## src/rtl/input_conditioner_pkg.sv

```systemverilog
// input_conditioner_pkg: game ids, joystick bit map, control modes, coin states and the game mapping.
package input_conditioner_pkg;
  localparam logic [7:0] MOD_DEFENDER = 8'd0;
  localparam logic [7:0] MOD_COLONY7  = 8'd1;
  localparam logic [7:0] MOD_MAYDAY   = 8'd2;
  localparam logic [7:0] MOD_JIN      = 8'd3;
  localparam int B_R       = 0;
  localparam int B_L       = 1;
  localparam int B_D       = 2;
  localparam int B_U       = 3;
  localparam int B_FA      = 4;
  localparam int B_FB      = 5;
  localparam int B_FC      = 6;
  localparam int B_FD      = 7;
  localparam int B_FE      = 8;
  localparam int B_START1  = 9;
  localparam int B_START2  = 10;
  localparam int B_COIN    = 11;
  localparam int B_ADVANCE = 12;
  localparam int B_AUTOUP  = 13;
  localparam int B_HSRESET = 14;
  localparam int B_PAUSE   = 15;
  localparam logic [1:0] CM_MODE1   = 2'b00;
  localparam logic [1:0] CM_MODE2   = 2'b01;
  localparam logic [1:0] CM_CABINET = 2'b10;
  typedef enum logic [1:0] {ST_IDLE, ST_ON, ST_GAP} coin_state_t;
  // Returns {in2, in1} before the DIP OR; ctrl_mode 11 falls through to Mode 1.
  function automatic logic [15:0] map_game(input logic [7:0] m, input logic [1:0] cm,
                                           input logic ds, input logic [15:0] b);
    logic x;
    logic y;
    x = cm == CM_CABINET ? b[B_FE] : cm == CM_MODE2 ? (ds ? b[B_R] : b[B_L]) : b[B_L] | b[B_R];
    y = cm == CM_CABINET ? b[B_FB] : cm == CM_MODE2 ? (ds ? b[B_L] : b[B_R]) : b[B_FB];
    case (m)
      MOD_DEFENDER: map_game = {7'b0, b[B_U], b[B_D], x, b[B_START1], b[B_START2],
                                b[B_FD], b[B_FC], y, b[B_FA]};
      MOD_COLONY7:  map_game = {7'b0, b[B_FC], b[B_FB], b[B_FA], b[B_START1], b[B_START2],
                                b[B_U], b[B_L], b[B_R], b[B_D]};
      MOD_MAYDAY:   map_game = {7'b0, b[B_U], b[B_D], 1'b0, b[B_START1], b[B_START2],
                                b[B_FB], b[B_FC], b[B_R], b[B_FA]};
      MOD_JIN:      map_game = {8'b0, b[B_FB], b[B_FA], b[B_START1], b[B_START2],
                                b[B_R], b[B_L], b[B_D], b[B_U]};
      default:      map_game = 16'h0;
    endcase
  endfunction
endpackage

```

## src/rtl/input_debounce.sv

```systemverilog
// input_debounce: 2-flop synchroniser followed by a consecutive-cycle debouncer for one bit.
module input_debounce #(
  parameter int DEB_CYCLES = 24000
) (
  input  logic i_clk,
  input  logic i_rst,
  input  logic i_raw,
  output logic o_deb,
  output logic o_next
);
  localparam int CW = $clog2(DEB_CYCLES) + 1;
  logic [1:0]    r_sync;
  logic [CW-1:0] r_cnt;
  logic          r_deb;
  logic          w_diff;
  logic          w_hit;
  assign w_diff = r_sync[1] ^ r_deb;
  assign w_hit  = w_diff && r_cnt >= CW'(DEB_CYCLES - 1);
  // o_next lets the coin edge detector act in the same cycle the level is accepted.
  assign o_next = w_hit ? r_sync[1] : r_deb;
  assign o_deb  = r_deb;
  always_ff @(posedge i_clk) begin
    if (i_rst) begin
      r_sync <= '0;
      r_cnt  <= '0;
      r_deb  <= 1'b0;
    end else begin
      r_sync <= {r_sync[0], i_raw};
      r_deb  <= o_next;
      r_cnt  <= (!w_diff || w_hit) ? '0 : r_cnt + 1'b1;
    end
  end
endmodule

```

## src/rtl/input_conditioner.sv

```systemverilog
// input_conditioner: debounces both joysticks, runs the coin pulse FSM and maps controls per game.
module input_conditioner
  import input_conditioner_pkg::*;
#(
  parameter int DEB_CYCLES = 24000,
  parameter int COIN_ON    = 2400000,
  parameter int COIN_OFF   = 2400000
) (
  input  logic        clk_sys,
  input  logic        reset,
  input  logic [7:0]  mod,
  input  logic [1:0]  ctrl_mode,
  input  logic [15:0] joy1,
  input  logic [15:0] joy2,
  input  logic        def_state,
  input  logic [7:0]  sw0,
  input  logic [7:0]  sw1,
  input  logic [7:0]  sw2,
  output logic [7:0]  in0,
  output logic [7:0]  in1,
  output logic [7:0]  in2,
  output logic        coin_busy
);
  localparam int CMAX = COIN_ON > COIN_OFF ? COIN_ON : COIN_OFF;
  localparam int CW = $clog2(CMAX) + 1;
  localparam logic [31:0] COIN_MASK = (32'd1 << B_COIN) | (32'd1 << (16 + B_COIN));
  logic [31:0]  w_deb;
  logic [31:0]  w_next;
  logic [15:0]  w_btn;
  logic         w_coin_rise;
  coin_state_t  r_state;
  logic [CW-1:0] r_cnt;
  for (genvar i = 0; i < 32; i++) begin : g_deb
    input_debounce #(.DEB_CYCLES(DEB_CYCLES)) u_deb (
      .i_clk (clk_sys),
      .i_rst (reset),
      .i_raw (i < 16 ? joy1[i % 16] : joy2[i % 16]),
      .o_deb (w_deb[i]),
      .o_next(w_next[i])
    );
  end
  assign w_btn       = w_deb[15:0] | w_deb[31:16];
  assign w_coin_rise = |(w_next & COIN_MASK) && !w_btn[B_COIN];
  assign coin_busy   = r_state != ST_IDLE;
  always_ff @(posedge clk_sys) begin
    if (reset) begin
      r_state <= ST_IDLE;
      r_cnt   <= '0;
      in0     <= '0;
      in1     <= '0;
      in2     <= '0;
    end else begin
      in0 <= sw0 | {3'b0, r_state == ST_ON, w_btn[B_HSRESET], 1'b0, w_btn[B_ADVANCE], w_btn[B_AUTOUP]};
      {in2, in1} <= map_game(mod, ctrl_mode, def_state, w_btn) | {sw2, sw1};
      // Only IDLE looks at the coin edge, so presses during ON/GAP are dropped.
      case (r_state)
        ST_IDLE: if (w_coin_rise) begin
          r_state <= ST_ON;
          r_cnt   <= '0;
        end
        ST_ON: if (r_cnt >= CW'(COIN_ON - 1)) begin
          r_state <= ST_GAP;
          r_cnt   <= '0;
        end else r_cnt <= r_cnt + 1'b1;
        ST_GAP: if (r_cnt >= CW'(COIN_OFF - 1)) begin
          r_state <= ST_IDLE;
          r_cnt   <= '0;
        end else r_cnt <= r_cnt + 1'b1;
        default: r_state <= ST_IDLE;
      endcase
    end
  end
endmodule

```

## config.mk

```make
export PLATFORM = sky130hd
export DESIGN_NAME = input_conditioner
export DESIGN_NICKNAME = d
export VERILOG_FILES = /design/src/rtl/input_conditioner_pkg.sv /design/src/rtl/input_debounce.sv /design/src/rtl/input_conditioner.sv
export SDC_FILE = /design/constraint.sdc
export NUM_CORES = 1
export LEC_CHECK = 0
export CORE_MARGIN = 2
export CORE_UTILIZATION = 50
export CTS_CLUSTER_SIZE = 16
export DETAILED_ROUTE_END_ITERATION = 16
export PLACE_DENSITY = 0.64
export SLEW_MARGIN = 20
export SYNTH_ARGS = -nofsm -noshare
export SYNTH_HDL_FRONTEND = slang
export SYNTH_HIERARCHICAL = 1
export SYNTH_SLANG_ARGS = --single-unit
```

## constraint.sdc

```tcl
create_clock -name clk_sys -period 4 [get_ports clk_sys]
set_clock_uncertainty 0.15 [all_clocks]
set_input_delay 0.8 -clock clk_sys [delete_from_list [all_inputs] [get_ports clk_sys]]
set_output_delay 0.8 -clock clk_sys [all_outputs]
set_load 0.005 [all_outputs]
```

==> impl_metrics.csv <==
group,metric,value,unit
global_route,grtUsageMet1,0.2291,
route,drt_iter0_drc,923,
placement,gp_congestion,0.7907,
cts,cts_buffer_depth,3,
setup_path,r2r_slack,770,ps
sta,rsz0062_at_grt,"no",
floorplan,die_area,55090,um2
synth,synth_area,26610,um2
sta,fin_crit,3231,ps
floorplan,dieWidth,234.7,um
setup_path,cp_num_cells,11,
pwr,swShare,0.2069,
setup_path,timing.critical_path.cells,"ha_1 -> nand2_1 -> o31a_1 -> o21ai_1 -> mux2_2 -> nor2_1 -> o31ai_1 -> nand3b_1 -> or3_1 -> or2_2 -> mux2i_1",
finish,insertedDiodeCount,0,
cts,cts_tree,"built",
finish,fillCellCount,4570,
setup_path,worstRegToRegCells,11,
floorplan,io_pins,94,
global_route,grt_pass1_vias,19120,
synth,yosysWarnings,6,
setup_path,cp_max_fo,6,
cts,insertion_delay,590,ps
pwr,clkPwrFrac,0.485,
setup_path,startpoint_type,"flip-flop",
finish,ff_latch_area,12390,um2
sta,hold_viol,0,
route,post_drt_wl_per_cell,12.83,um
job,maxCapViolations,0,
pwr,p_leak,9.542,nW
cts,hold_buffers,0,
cts,ctsResizeCount,0,
run_status,status,"complete, no violations",
global_route,use_met3,0.03607,
global_route,grt_pass1_wl,85.53,mm
synth,syn_avg_cell_area,8.967,um2
global_route,overflow,0,
pwr,cell_internal_pwr,0.01039,W
synth,syn_inst,2968,
pwr,seqPwrFrac,0.482,
global_route,antenna_found_initial,0,
cts,cts.clk_slew.worst_paths,60,ps
setup_path,critPathRequiredTime,4370,ps
sta,max_freq,0.3095,GHz
finish,syn_to_final_growth,14.21,%
placement,portBuffers,91,
global_route,grt_start_max_net_pins,71,
setup_path,crit_slowest_cell,"o31ai_1",
sta,max_slew_margin,0.3774,
cts,cts-root-buf,"clkbuf_16",
setup_path,reg2reg_from,"g_deb[27].u_deb/r_cnt[0]",
setup_path,crit_path_max_incr_delay,480,ps
pwr,irDropWorstVdd,0.0002832,V
route,routed_wl,49.20,mm
min_path,hp-class,"flip-flop to flip-flop",
pwr,p_per_area,431.1,nW/um2
floorplan,row_count,84,
floorplan,core,52550,um2
route,ant_nets,0,
setup_path,critPathArrivalTime,3600,ps
min_path,holdCritStartpoint,"g_deb[14].u_deb/r_sync[0]",
setup_path,crit_family,"simple AND/OR/NAND/NOR gates",
cts,cts_made_buffers,69,
cts,post-cts-setup-buffer-count,0,
cts,htreeDepth,3,
cts,cts_sinks,619,
placement,hpwl,33.71,mm
sta,setup_viol,0,
route,vias,20130,
sta,drv_slew,0,
route,drc,0,
sta,worst_pin_slew,928.9,ps
min_path,hold-path-cell-count,1,
sta,fin_crit_sh,0.8076,
global_route,grtUsageMet2,0.2974,
sta,whs,290.5,ps
setup_path,critPathCaptureType,"flip-flop",
route,drt-pass1-iter-count,7,
min_path,hold_end,"g_deb[14].u_deb/r_sync[1]",
synth,syn_nets,3072,
setup_path,rr_endpoint,"r_cnt[18]",
setup_path,cp_num_buf_inv,0,
pwr,switchingPower,0.002711,W
global_route,grt_busiest_layer,"met2",
finish,nets,3200,
finish,multi_input_area,13450,um2
route,avgViaCountPerCell,5.249,
sta,fin_tns_setup,0,ps
floorplan,start_util,0.5064,
pwr,combPwrFrac,0.033,
global_route,grt_usage,0.1770,
setup_path,crit_type,"flip-flop to flip-flop",
floorplan,dieHeight,234.7,um
finish,drive_gt1_frac,0.06927,
through the flow:
stage,total power (W),utilization,setup WS [ps],instance area [um2],std cells
5_1_grt,0.01360,0.5784,450.6,30400,3835
3_5_place_dp,0.006881,0.5341,788.3,28070,3713
2_1_floorplan,0.006693,-,1177,26610,2968
6_report,0.01310,0.5784,769.5,30400,3835
4_1_cts,0.01333,0.5784,749.7,30400,3835
3_3_place_gp,0.006869,0.5341,811.9,28070,3713
cell type report:
cell class / count / area share
Timing Repair Buffer: 97 / 0.03231
Sequential cell: 619 / 0.4077
Clock inverter: 16 / 0.006092
Tap cell: 688 / 0.02832
Clock buffer: 106 / 0.07043
Inverter: 103 / 0.01272
Multi-Input combinational cell: 2206 / 0.4424
per-layer routing:
metal | vias up | wire length [um]
li1 | 10450 | -
met1 | 9342 | 23620
met2 | 253 | 22700
met3 | 82 | 1735
met4 | 0 | 1142
met5 | - | 0
power groups by stage:
stage | combinational [W] | sequential [W] | clock (W)
after detailed placement | 0.000436 | 0.00644 | 0
after global routing | 0.000482 | 0.00632 | 0.00680
after CTS | 0.000439 | 0.00631 | 0.00659
after global placement | 0.000426 | 0.00644 | 0
after floorplan | 0.000268 | 0.00643 | 0
final | 0.000433 | 0.00631 | 0.00636
worst max-delay path by stage:
stage | start | to | slack [ps]
5_1_grt | g_deb[27].u_deb/r_cnt[0] | r_cnt[16] | 450
6_report | g_deb[27].u_deb/r_cnt[0] | r_cnt[18] | 770
3_5_place_dp | g_deb[27].u_deb/r_cnt[0] | r_cnt[18] | 790
2_1_floorplan | g_deb[27].u_deb/r_cnt[0] | r_cnt[19] | 1180
4_1_cts | g_deb[27].u_deb/r_cnt[0] | r_cnt[18] | 750
3_3_place_gp | g_deb[27].u_deb/r_cnt[0] | r_cnt[19] | 810
placed cells by master, fill, tap and decap left out, types with 14 or more instances in the layout:
cell type and n:
dfxtp_1 619, nor2_1 513, xnor2_1 327, nand2_1 179
nand3_1 139, nor3_1 134, nor4_1 119, inv_1 103
and3_1 91, clkdlybuf4s50_1 90, a21oi_1 86, clkbuf_16 73
nor2b_1 72, xor2_1 66, a31oi_1 38, ha_1 35
nand2b_1 34, nand4_1 34, o311ai_0 32, nand3b_1 31
nor3b_1 31, o21ba_2 30, conb_1 30, nand3_2 29
o31a_1 29, a21o_1 29, o21ai_2 29, clkbuf_8 19
clkbuf_1 14
flip-flops by register name, summed over array words and instances, names as in the netlist:
name,cells
g_deb.u_deb/o_deb,30
g_deb.u_deb/r_cnt,480
g_deb.u_deb/r_sync,60
in0,8
in1,8
in2,8
r_cnt,23
r_state,2
worst register-to-register path: cells and delay by family, from the launching register on:
kind	cells	cell delay [ps]
flops	1	360
compound gates	3	1000
simple gates	5	1150
mux	2	290
fa+ha+maj	1	210
Power figures use the tool's default switching activity.
